### config.mk
export PLATFORM = sky130hd
export DESIGN_NAME = mmio_responder
export DESIGN_NICKNAME = d
export VERILOG_FILES = /design/src/rtl/mmio_pkg.sv /design/src/rtl/mmio_timer.sv /design/src/rtl/mmio_responder.sv
export SDC_FILE = /design/constraint.sdc
export NUM_CORES = 1
export LEC_CHECK = 0
export CAP_MARGIN = 0
export CORE_MARGIN = 3
export CORE_UTILIZATION = 40
export DETAILED_ROUTE_END_ITERATION = 12
export PLACE_DENSITY_LB_ADDON = 0.1
export SETUP_SLACK_MARGIN = 0.1
export SYNTH_ARGS = -nofsm -noshare
export SYNTH_HDL_FRONTEND = slang
export SYNTH_HIERARCHICAL = 1
export SYNTH_SLANG_ARGS = --single-unit
### constraint.sdc
create_clock -name clk -period 5.85 [get_ports clk]
set_input_delay 1.4625 -clock clk [delete_from_list [all_inputs] [get_ports clk]]
set_output_delay 1.4625 -clock clk [all_outputs]
set_load 0.01 [all_outputs]
### src/rtl/mmio_pkg.sv
// Shared definitions for the MMIO responder: register offsets, control/status
// bit positions and bus FSM state encoding.
package mmio_pkg;

    localparam logic [7:0] OffLed    = 8'h00;
    localparam logic [7:0] OffSw     = 8'h04;
    localparam logic [7:0] OffTcount = 8'h08;
    localparam logic [7:0] OffTcmp   = 8'h0C;
    localparam logic [7:0] OffCtrl   = 8'h10;
    localparam logic [7:0] OffStatus = 8'h14;

    localparam int unsigned CtrlTimerEn = 0;
    localparam int unsigned CtrlIrqEn   = 1;
    localparam int unsigned StatusMatch = 0;

    typedef logic [0:0] state_t;
    localparam state_t StIdle = 1'b0;
    localparam state_t StResp = 1'b1;

endpackage

### src/rtl/mmio_timer.sv
// Free-running compare timer: counts while enabled, rolls to zero on compare
// and latches a sticky match flag.
module mmio_timer (
    input  logic        clk,
    input  logic        rst,
    input  logic        timer_en,
    input  logic        cnt_we,
    input  logic [31:0] cnt_wdata,
    input  logic        cmp_we,
    input  logic [31:0] cmp_wdata,
    input  logic        match_clr,
    output logic [31:0] tcount,
    output logic [31:0] tcmp,
    output logic        match
);

    logic [31:0] tcount_q, tcount_d;
    logic [31:0] tcmp_q, tcmp_d;
    logic        match_q, match_d;
    logic        hit;

    // A software write to TCOUNT pre-empts both the increment and the compare.
    assign hit = timer_en && !cnt_we && (tcount_q == tcmp_q);

    always_comb begin
        tcount_d = tcount_q;
        if (cnt_we) begin
            tcount_d = cnt_wdata;
        end else if (hit) begin
            tcount_d = '0;
        end else if (timer_en) begin
            tcount_d = tcount_q + 32'd1;
        end
    end

    assign tcmp_d  = cmp_we ? cmp_wdata : tcmp_q;
    // Set beats a simultaneous write-1-to-clear.
    assign match_d = hit ? 1'b1 : (match_clr ? 1'b0 : match_q);

    always_ff @(posedge clk or negedge rst) begin
        if (!rst) begin
            tcount_q <= '0;
            tcmp_q   <= 32'hFFFF_FFFF;
            match_q  <= 1'b0;
        end else begin
            tcount_q <= tcount_d;
            tcmp_q   <= tcmp_d;
            match_q  <= match_d;
        end
    end

    assign tcount = tcount_q;
    assign tcmp   = tcmp_q;
    assign match  = match_q;

endmodule

### src/rtl/mmio_responder.sv
// Single-outstanding MMIO slave exposing LEDs, synchronized switches and a
// compare timer with level interrupt.
module mmio_responder
    import mmio_pkg::*;
#(
    parameter logic [31:0] BASE_ADDR   = 32'h0000_0100,
    parameter int unsigned SYNC_STAGES = 2
) (
    input  logic        clk,
    input  logic        rst,
    input  logic        req_valid,
    output logic        req_ready,
    input  logic        req_write,
    input  logic [31:0] req_addr,
    input  logic [31:0] req_wdata,
    output logic        rsp_valid,
    input  logic        rsp_ready,
    output logic [31:0] rsp_rdata,
    output logic        rsp_err,
    input  logic [3:0]  switches,
    output logic [3:0]  leds,
    output logic        irq
);

    state_t      state_q, state_d;
    logic [31:0] rsp_rdata_q;
    logic        rsp_err_q;
    logic [3:0]  led_q;
    logic [1:0]  ctrl_q;
    logic [3:0]  sync_q [SYNC_STAGES];

    logic        accept;
    logic [31:0] offset;
    logic [7:0]  reg_off;
    logic        addr_err;
    logic        wr_en;
    logic [31:0] rd_data;
    logic [31:0] tcount, tcmp;
    logic        match;

    assign accept  = (state_q == StIdle) && req_valid;
    // Unsigned offset: addresses below the base wrap to large values and fail the window test.
    assign offset  = req_addr - BASE_ADDR;
    assign reg_off = offset[7:0];
    assign addr_err = (req_addr[1:0] != 2'b00) || (offset[31:8] != 24'd0) || (reg_off > OffStatus);
    assign wr_en   = accept && req_write && !addr_err;

    always_comb begin
        rd_data = '0;
        case (reg_off)
            OffLed:    rd_data = {28'd0, led_q};
            OffSw:     rd_data = {28'd0, sync_q[SYNC_STAGES-1]};
            OffTcount: rd_data = tcount;
            OffTcmp:   rd_data = tcmp;
            OffCtrl:   rd_data = {30'd0, ctrl_q};
            OffStatus: rd_data = {31'd0, match};
            default:   rd_data = '0;
        endcase
    end

    always_comb begin
        state_d = state_q;
        unique case (state_q)
            StIdle:  if (req_valid) state_d = StResp;
            StResp:  if (rsp_ready) state_d = StIdle;
            default: state_d = StIdle;
        endcase
    end

    always_ff @(posedge clk or negedge rst) begin
        if (!rst) begin
            for (int i = 0; i < SYNC_STAGES; i++) sync_q[i] <= '0;
        end else begin
            sync_q[0] <= switches;
            for (int i = 1; i < SYNC_STAGES; i++) sync_q[i] <= sync_q[i-1];
        end
    end

    always_ff @(posedge clk or negedge rst) begin
        if (!rst) begin
            state_q     <= StIdle;
            rsp_rdata_q <= '0;
            rsp_err_q   <= 1'b0;
            led_q       <= '0;
            ctrl_q      <= '0;
        end else begin
            state_q <= state_d;
            if (accept) begin
                rsp_rdata_q <= (req_write || addr_err) ? 32'd0 : rd_data;
                rsp_err_q   <= addr_err;
            end
            if (wr_en && reg_off == OffLed) led_q <= req_wdata[3:0];
            if (wr_en && reg_off == OffCtrl) ctrl_q <= req_wdata[1:0];
        end
    end

    mmio_timer u_timer (
        .clk       (clk),
        .rst       (rst),
        .timer_en  (ctrl_q[CtrlTimerEn]),
        .cnt_we    (wr_en && reg_off == OffTcount),
        .cnt_wdata (req_wdata),
        .cmp_we    (wr_en && reg_off == OffTcmp),
        .cmp_wdata (req_wdata),
        .match_clr (wr_en && reg_off == OffStatus && req_wdata[StatusMatch]),
        .tcount    (tcount),
        .tcmp      (tcmp),
        .match     (match)
    );

    assign req_ready = (state_q == StIdle);
    assign rsp_valid = (state_q == StResp);
    assign rsp_rdata = rsp_rdata_q;
    assign rsp_err   = rsp_err_q;
    assign leds      = led_q;
    assign irq       = match & ctrl_q[CtrlIrqEn];

endmodule
### Word-level counts from Yosys, hierarchy flattened

Cells that the tools add are included.

| storage, ports and cells | value |
|---|---|
| register bits after elaboration | 113 |
| word-level logic and storage cells | 52 |

| operators by class | value |
|---|---|
| mux-type cells | 10 |
| bitwise logic cells | 2 |
| equal/unequal tests | 6 |
| reductions and logical operators | 21 |
| add/subtract/negate cells | 2 |
| order comparisons | 1 |

Operators by type and width:

| cell | number |
|---|---|
| case mux 32 bit (6 select lines) | 1 |
| 2-to-1 mux 32 bit | 4 |
| adder 32 x 1 -> 32 bit, second input constant | 1 |
| == test 32 bit | 1 |
| subtractor 32 x 9 -> 32 bit, second input constant | 1 |
| nonzero test 24 bit | 1 |
| == test 8 x 4 -> 1 bit, second input constant | 2 |
| == test 8 x 5 -> 1 bit, second input constant | 2 |
| logical AND 1 bit | 11 |
| == test 8 x 3 -> 1 bit, second input constant | 1 |
| greater-than comparator 8 x 5 -> 1 bit, second input constant | 1 |
| logical NOT 8 bit | 1 |
| 2-to-1 mux 1 bit | 4 |
| nonzero test 2 bit | 2 |
| logical OR 1 bit | 3 |
| nonzero test 3 bit | 1 |
| logical NOT 1 bit | 2 |
| case mux 1 bit (2 select lines) | 1 |
| AND 1 bit | 1 |
| NOT 1 bit | 1 |

### Longest topological paths before layout

Gate-level depths: netlist of the first run.

| depth | value |
|---|---|
| word-level depth | 12 |
| depth in mapped cells | 15 |

### By module

The synthesis of the first run kept the hierarchy.

Modules (own cells, without submodules):

| module | area each (µm²) | cells an instance | instances | seq. area each (µm²) |
|---|---|---|---|---|
| mmio_timer | 3726.1 | 396 | 1 | 1666.6 |
| mmio_responder | 2608.8 | 246 | 1 | 1201.2 |

### Worst setup path after synthesis of the first run

Ideal clock, no wire load.

| timing | value |
|---|---|
| kind | input port to flip-flop |
| start | input req_addr[8] |
| end | register u_timer.tcount_q[15], in the netlist u_timer/tcount[15] |
| cell stages on the path | 13 |
| path buffers | 0 |
| required time | 5.768 ns |
| setup time | 0.082 ns |
| arrival | 4.365 ns |
| path slack | 1.404 ns |
| path through | nor4_4 > nand4_2 > a2111oi_4 > o21bai_2 > or2_2 > nor3_1 > nand2b_1 > a2111oi_0 > o2111ai_1 > nor4_4 > nand2b_1 > or3_1 > a31oi_1 |

| on the way | value |
|---|---|
| word-level cells in the longest chain between the ends | 12 |

Ends and longest elaborated chain:

| item | RTL line | text |
|---|---|---|
| start, declared | mmio_responder.sv:14 | `input logic [31:0] req_addr,` |
| subtractor 32 x 9 -> 32 bit (*) | mmio_responder.sv:43 | `assign offset = req_addr - BASE_ADDR;` |
| nonzero test 24 bit (*) | mmio_responder.sv:45 | `assign addr_err = (req_addr[1:0] != 2'b00) \|\| (offset[31:8] != 24'd0) \|\| (reg_off > OffStatus);` |
| logical OR 1 bit (*) (2 in series) | mmio_responder.sv:45 |  |
| logical NOT 1 bit (*) | mmio_responder.sv:46 | `assign wr_en = accept && req_write && !addr_err;` |
| logical AND 1 bit (*) | mmio_responder.sv:46 |  |
| logical AND 1 bit (*) | mmio_responder.sv:101 | `.cnt_we (wr_en && reg_off == OffTcount),` |
| logical NOT 1 bit | mmio_timer.sv:23 | `assign hit = timer_en && !cnt_we && (tcount_q == tcmp_q);` |
| logical AND 1 bit (2 in series) | mmio_timer.sv:23 |  |
| 2-to-1 mux 32 bit | mmio_timer.sv:29 | `end else if (hit) begin` |
| 2-to-1 mux 32 bit | mmio_timer.sv:27 | `if (cnt_we) begin` |
| end signal, assigned | mmio_timer.sv:46 | `tcount_q <= tcount_d;` |
| end, declared | mmio_timer.sv:17 | `logic [31:0] tcount_q, tcount_d;` |

Every way passes the cells marked *; elsewhere a longest branch is shown, timed or not.
A chain may end at the register's enable or synchronous reset.

### Worst setup path in the final report of the first run

| timing | value |
|---|---|
| start | input req_addr[8] |
| end | register u_timer.tcount_q[23], in the netlist u_timer/tcount[23] |

Same word-level chain as after synthesis.

==> results.py, run 1 <==
metrics = {
    "status": {
        "status": "finished clean",
    },
    "timing": {
        "fmax_ghz": 0.186,
        "hold_viol_final": 0,
        "setup_viol": 0,
        "tightest_slew_ns": 1.28,
        "rsz0062_at_grt": "no",
        "fin_worst_skew_ns": 0.0103,
        "timing.final.crit_share": 0.917,
        "slew_headroom": 0.143,
        "fin_tns_setup_ns": 0,
        "setup_slack_ns": 0.485,
        "fin_worst_hold_slack_ns": 0.345,
        "min_period_ns": 5.37,
        "slew_viol_final": 0,
    },
    "setup_path": {
        "reg2reg_depth": 13,
        "cp-end-kind": "flip-flop",
        "worstPathArrival_ns": 5.68,
        "crit_required_ns": 6.17,
        "critPathKind": "input port to flip-flop",
        "cp-start-kind": "input port",
        "crit_path_max_fanout": 15,
    },
    "global_route": {
        "grt_use_total": 0.224,
        "grt_start_max_net_pins": 66,
        "grt_pass1_wl_um": 31000,
        "antenna_found_initial": 0,
        "first_global_vias": 5539,
        "grt-ovfl-total": 0,
    },
    "die": {
        "start_util": 0.412,
        "chipWidth_um": 132,
        "core_um2": 15400,
        "dieArea_um2": 17400,
        "ios": 113,
        "rows": 45,
        "die-height_um": 132,
    },
    "clocking": {
        "htreeDepth": 4,
        "root_buffer": "clkbuf_16",
        "clk_pin_slew_ns": 0.06,
        "post-cts-setup-buffer-count": 0,
        "clock_path_buffers": 2,
        "clkLatencyLatePin_ns": 0.42,
        "cts.hold.buffers_added": 0,
        "cts.sinks": 113,
        "cts_tree": "yes",
        "cts_resized": 0,
        "cts-buffers-inserted": 17,
    },
    "placed_design": {
        "hpwlAfterDp_um": 13500,
        "gp_congestion": 0.898,
        "place_area_um2": 7650,
        "dp_slack_ns": 0.175,
        "dp_cells": 943,
        "portBuffers": 112,
    },
    "drt": {
        "drc": 0,
        "num_vias": 5491,
        "first_pass_iters": 5,
        "ant_nets": 0,
        "wire_per_inst_um": 19.7,
        "drt_iter0_drc": 331,
        "drt_wl_total_um": 19200,
        "viasPerCell": 5.63,
    },
    "final_layout": {
        "final_common_cell": "clkdlybuf4s50_1",
        "seq_area_um2": 2870,
        "multi_input_area_um2": 3260,
        "drive_gt1_frac": 0.195,
        "antenna_cells": 0,
        "stdcell_count": 975,
        "layout_common_cells": "clkdlybuf4s50_1 (110), dfrtp_1 (81), nand2_1 (78)",
        "syn_to_final_growth_pct": 30.8,
        "postLayoutCoreUtil": 0.539,
        "finalInstanceArea_um2": 8280,
        "nFillCells": 1388,
        "finalNetCount": 825,
    },
    "pwr": {
        "p_total_mw": 2.02,
        "peakVddDrop_mv": 0.171,
        "power_density_nw_per_um2": 244,
        "power.leakage_nw": 3.29,
    },
    "yosys": {
        "postSynth.asyncResetShare": 1.00,
        "synth_top_flop_cell": "dfrtp_1",
        "synth_seq_area_share": 0.453,
        "avgSynthCellArea_um2": 9.87,
        "synth_edf_count": 0,
        "ys_ff_latch": 113,
        "syn_inst": 642,
        "yosys_warnings": 6,
        "yosys.cell_types.count": 66,
        "synth_nets": 716,
        "synth_area_um2": 6330,
    },
    "flow_run": {
        "drv_cap": 0,
    },
    "hold_path": {
        "whs_path_depth": 0,
        "worstHoldPathType": "flip-flop to flip-flop",
    },
}
[logic make-up (layout without fill, tap and decap cells)]
logic type | Yosys count | after routing | synth area share
buffers and inverters | 51 | 173 | 0.0340
adders and majority gates | 1 | 1 | 0.00197
and+or+nand+nor | 240 | 240 | 0.197
AOI/OAI and AO/OA | 139 | 139 | 0.154
muxes | 70 | 70 | 0.122
DFF | 113 | 113 | 0.453
xor gates and xnor gates | 28 | 28 | 0.0387
[report_power, final]
part / internal (mW) / switching, mW / leakage, nW / total (mW)
clock network: 0.744 / 0.365 / 0.310 / 1.11
logic: 0.0632 / 0.0620 / 1.56 / 0.125
registers: 0.787 / 0.00185 / 1.42 / 0.789
total: 1.59 / 0.429 / 3.29 / 2.02
[layout make-up]
cell class                      count  share of cell area
Multi-Input combinational cell    478               0.394
Sequential cell                   113               0.346
Timing Repair Buffer              122               0.143
Clock buffer                       22              0.0572
Tap cell                          211              0.0319
Clock inverter                     10              0.0189
Inverter                           19             0.00861
[metal layers]
layer / global-route usage / wire, µm
met5: 0 / 0
met4: 0.0671 / 308
met3: 0.0553 / 921
met2: 0.360 / 9160
met1: 0.300 / 8790
[synthesized netlist by cell type (8+ instances only)]
master    count  area, µm²
dfrtp_1      81       2030
nand3_1      18       90.1
and3_1        9       56.3
o211ai_1     11       82.6
clkbuf_1     23       86.3
o21ai_2      20        175
xor2_1       21        184
nand2b_1      9       56.3
a31oi_1      14       87.6
dfstp_2      32        841
nor3_1       18       90.1
nand3b_1      9       67.6
inv_1        18       67.6
nor4_1       10       62.6
or3_1         8       50.1
o21ai_0      40        200
mux2i_1      31        310
a21oi_1      13       65.1
nand4_1      13       81.3
mux2_2       37        417
nand2_1      78        293
nor2_1       39        146
[flip-flops by register name, indices dropped and copies added (netlist names)]
register and flops:
u_timer/tcount 32, u_timer/tcmp 32, rsp_valid 1, rsp_rdata 32, ctrl_q 2, u_timer/match 1, sync_q 8, rsp_err 1
leds 4
[worst max-delay path, cell delays in order]
cell and delay, ns:
clkdlybuf4s50_1 0.48, nor4_4 0.40, nand4_2 0.23, a2111oi_4 0.35, o21bai_2 0.15, or2_2 0.34
nor3_2 0.23, nand2b_1 0.18, a2111oi_0 0.10, o2111ai_1 0.17, nor4_4 0.09, nor2_1 0.96
nand3_1 0.25, o211ai_1 0.29
[final timing paths]
kind / from / endpoint / slack (ns)
worst max-delay path: req_addr[8] / u_timer/tcount[23]$_DFFE_PN0P_ / 0.48
worst min register to register: sync_q[6]$_DFF_PN0_ / sync_q[2]$_DFF_PN0_ / 0.35
min in group asynchronous: rst / rsp_rdata[18]$_DFFE_PN0P_ / 1.14
worst max register to register: rsp_valid$_DFF_PN0_ / u_timer/tcount[23]$_DFFE_PN0P_ / 2.03
max in group asynchronous: rst / u_timer/tcount[18]$_DFFE_PN0P_ / 3.47
worst min-delay path: sync_q[6]$_DFF_PN0_ / sync_q[2]$_DFF_PN0_ / 0.35
Power figures use the tool's default switching activity.
==> run 2: changes to the inputs <==
PLACE_DENSITY_LB_ADDON = default   (was 0.1)
SKIP_CTS_REPAIR_TIMING = 1   (was default)
==> results.py, run 2 (same netlist as run 1, synthesis figures left out) <==
metrics = {
    "placed_design": {
        "portBuffers": 112,
        "hpwlAfterDp_um": 13300,
        "gp_congestion": 0.869,
        "dp_cells": 943,
    },
    "final_layout": {
        "layout_common_cells": "clkdlybuf4s50_1 (110), dfrtp_1 (81), nand2_1 (78)",
        "syn_to_final_growth_pct": 30.8,
        "final_common_cell": "clkdlybuf4s50_1",
        "drive_gt1_frac": 0.195,
        "finalNetCount": 825,
        "postLayoutCoreUtil": 0.539,
        "stdcell_count": 975,
        "antenna_cells": 0,
    },
    "setup_path": {
        "crit_path_max_fanout": 35,
        "crit_chain": "clkdlybuf4s50_1 -> nor4_4 -> nand4_2 -> o211a_1 -> o21bai_2 -> or2_2 -> nor3_2 -> nand2b_1 -> a2111oi_0 -> o2111ai_1 -> nor4_4 -> buf_4 -> nand2b_1 -> nor4_1 -> o31a_1",
        "r2r_slack_ns": 2.22,
        "critical_path.top_delay_family": "simple AND/OR/NAND/NOR gates",
        "reg2reg_depth": 13,
        "cp-end-kind": "flip-flop",
        "r2r_start": "rsp_valid$_DFF_PN0_",
        "critPathMaxStageDelay_ns": 0.48,
        "crit_buf_inv": 2,
        "critPathKind": "input port to flip-flop",
        "cp-start-kind": "input port",
        "worstPathArrival_ns": 5.61,
        "reg2reg_to": "u_timer/tcount[19]$_DFFE_PN0P_",
        "slowest_stage": "clkdlybuf4s50_1",
        "crit_required_ns": 6.15,
    },
    "timing": {
        "fin_tns_setup_ns": 0,
        "hold_viol_final": 0,
        "slew_viol_final": 0,
        "rsz0062_at_grt": "no",
        "tightest_slew_ns": 1.05,
        "setup_viol": 0,
        "min_period_ns": 5.31,
        "fmax_ghz": 0.188,
        "fin_worst_hold_slack_ns": 0.347,
        "slew_headroom": 0.300,
        "timing.final.crit_share": 0.907,
        "fin_worst_skew_ns": 0.00692,
    },
    "clocking": {
        "cts-buffers-inserted": 17,
        "clk_pin_slew_ns": 0.05,
        "cts_tree": "yes",
        "clkLatencyLatePin_ns": 0.41,
        "clock_path_buffers": 2,
        "htreeDepth": 4,
        "root_buffer": "clkbuf_16",
        "cts.sinks": 113,
    },
    "drt": {
        "first_pass_iters": 5,
        "viasPerCell": 5.53,
        "wire_per_inst_um": 19.1,
        "num_vias": 5391,
        "drc": 0,
        "drt_iter0_drc": 320,
        "drt_wl_total_um": 18600,
        "ant_nets": 0,
    },
    "global_route": {
        "grt_pass1_wl_um": 30100,
        "grt_start_max_net_pins": 76,
        "grt-ovfl-total": 0,
        "first_global_vias": 5473,
        "grt_use_total": 0.218,
        "antenna_found_initial": 0,
    },
    "die": {
        "die-height_um": 132,
        "start_util": 0.412,
        "dieArea_um2": 17400,
        "chipWidth_um": 132,
        "core_um2": 15400,
        "ios": 113,
        "rows": 45,
    },
    "pwr": {
        "p_total_mw": 2.01,
        "power.leakage_nw": 3.29,
        "power_density_nw_per_um2": 243,
        "peakVddDrop_mv": 0.191,
    },
    "hold_path": {
        "holdCritStartpoint": "sync_q[6]$_DFF_PN0_",
        "hold_end": "sync_q[2]$_DFF_PN0_",
        "whs_path_depth": 0,
        "worstHoldPathType": "flip-flop to flip-flop",
    },
    "status": {
        "status": "finished clean",
    },
    "flow_run": {
        "drv_cap": 0,
    },
}
## run 2: cell counts in the layout (fill, tap and decap cells not counted)
No cell type changed its count.
## run 2: worst max-delay path by stage
stage	endpoint	slack, ns	startpoint	cells past startpoint
floorplan	u_timer/tcount[15]$_DFFE_PN0P_	1.40	req_addr[8]	13
global placement	u_timer/tcount[22]$_DFFE_PN0P_	0.30	req_addr[8]	15
detailed placement	u_timer/tcount[22]$_DFFE_PN0P_	0.13	req_addr[8]	15
CTS	u_timer/tcount[17]$_DFFE_PN0P_	0.55	req_addr[8]	15
global route	u_timer/tcount[22]$_DFFE_PN0P_	0.31	req_addr[8]	15
finish	u_timer/tcount[22]$_DFFE_PN0P_	0.54	req_addr[8]	15
## run 2: per-stage QoR
stage | cell area [µm²] | setup WS [ns]
3_3_place_gp | 7650 | 0.303
3_5_place_dp | 7650 | 0.127
5_1_grt | 8280 | 0.310
6_report | 8280 | 0.542
2_1_floorplan | 6330 | 1.40
4_1_cts | 8280 | 0.554
## run 2: area by class of cell
cell class	instances	area, µm²
Sequential cell	113	2870
Clock buffer	22	474
Tap cell	211	264
Timing Repair Buffer	122	1190
Inverter	19	71.3
Multi-Input combinational cell	478	3260
Clock inverter	10	156
Fill cell	1425	7090
## run 2: where the power goes
part           switching (mW)  total (mW)  internal [mW]  leakage (nW)
Combinational          0.0609       0.124         0.0632          1.56
Sequential            0.00186       0.789          0.788          1.42
Clock                   0.355        1.10          0.743         0.310
Total                   0.418        2.01           1.59          3.29
## run 2: routing by layer
metal	vias up	global-route usage	wire, µm	share of wire
met5	-	0	0	0
met4	0	0.0636	225	0.012
met3	19	0.0366	664	0.036
met2	129	0.360	8920	0.48
met1	2681	0.296	8790	0.47
li1	2562	-	-	-
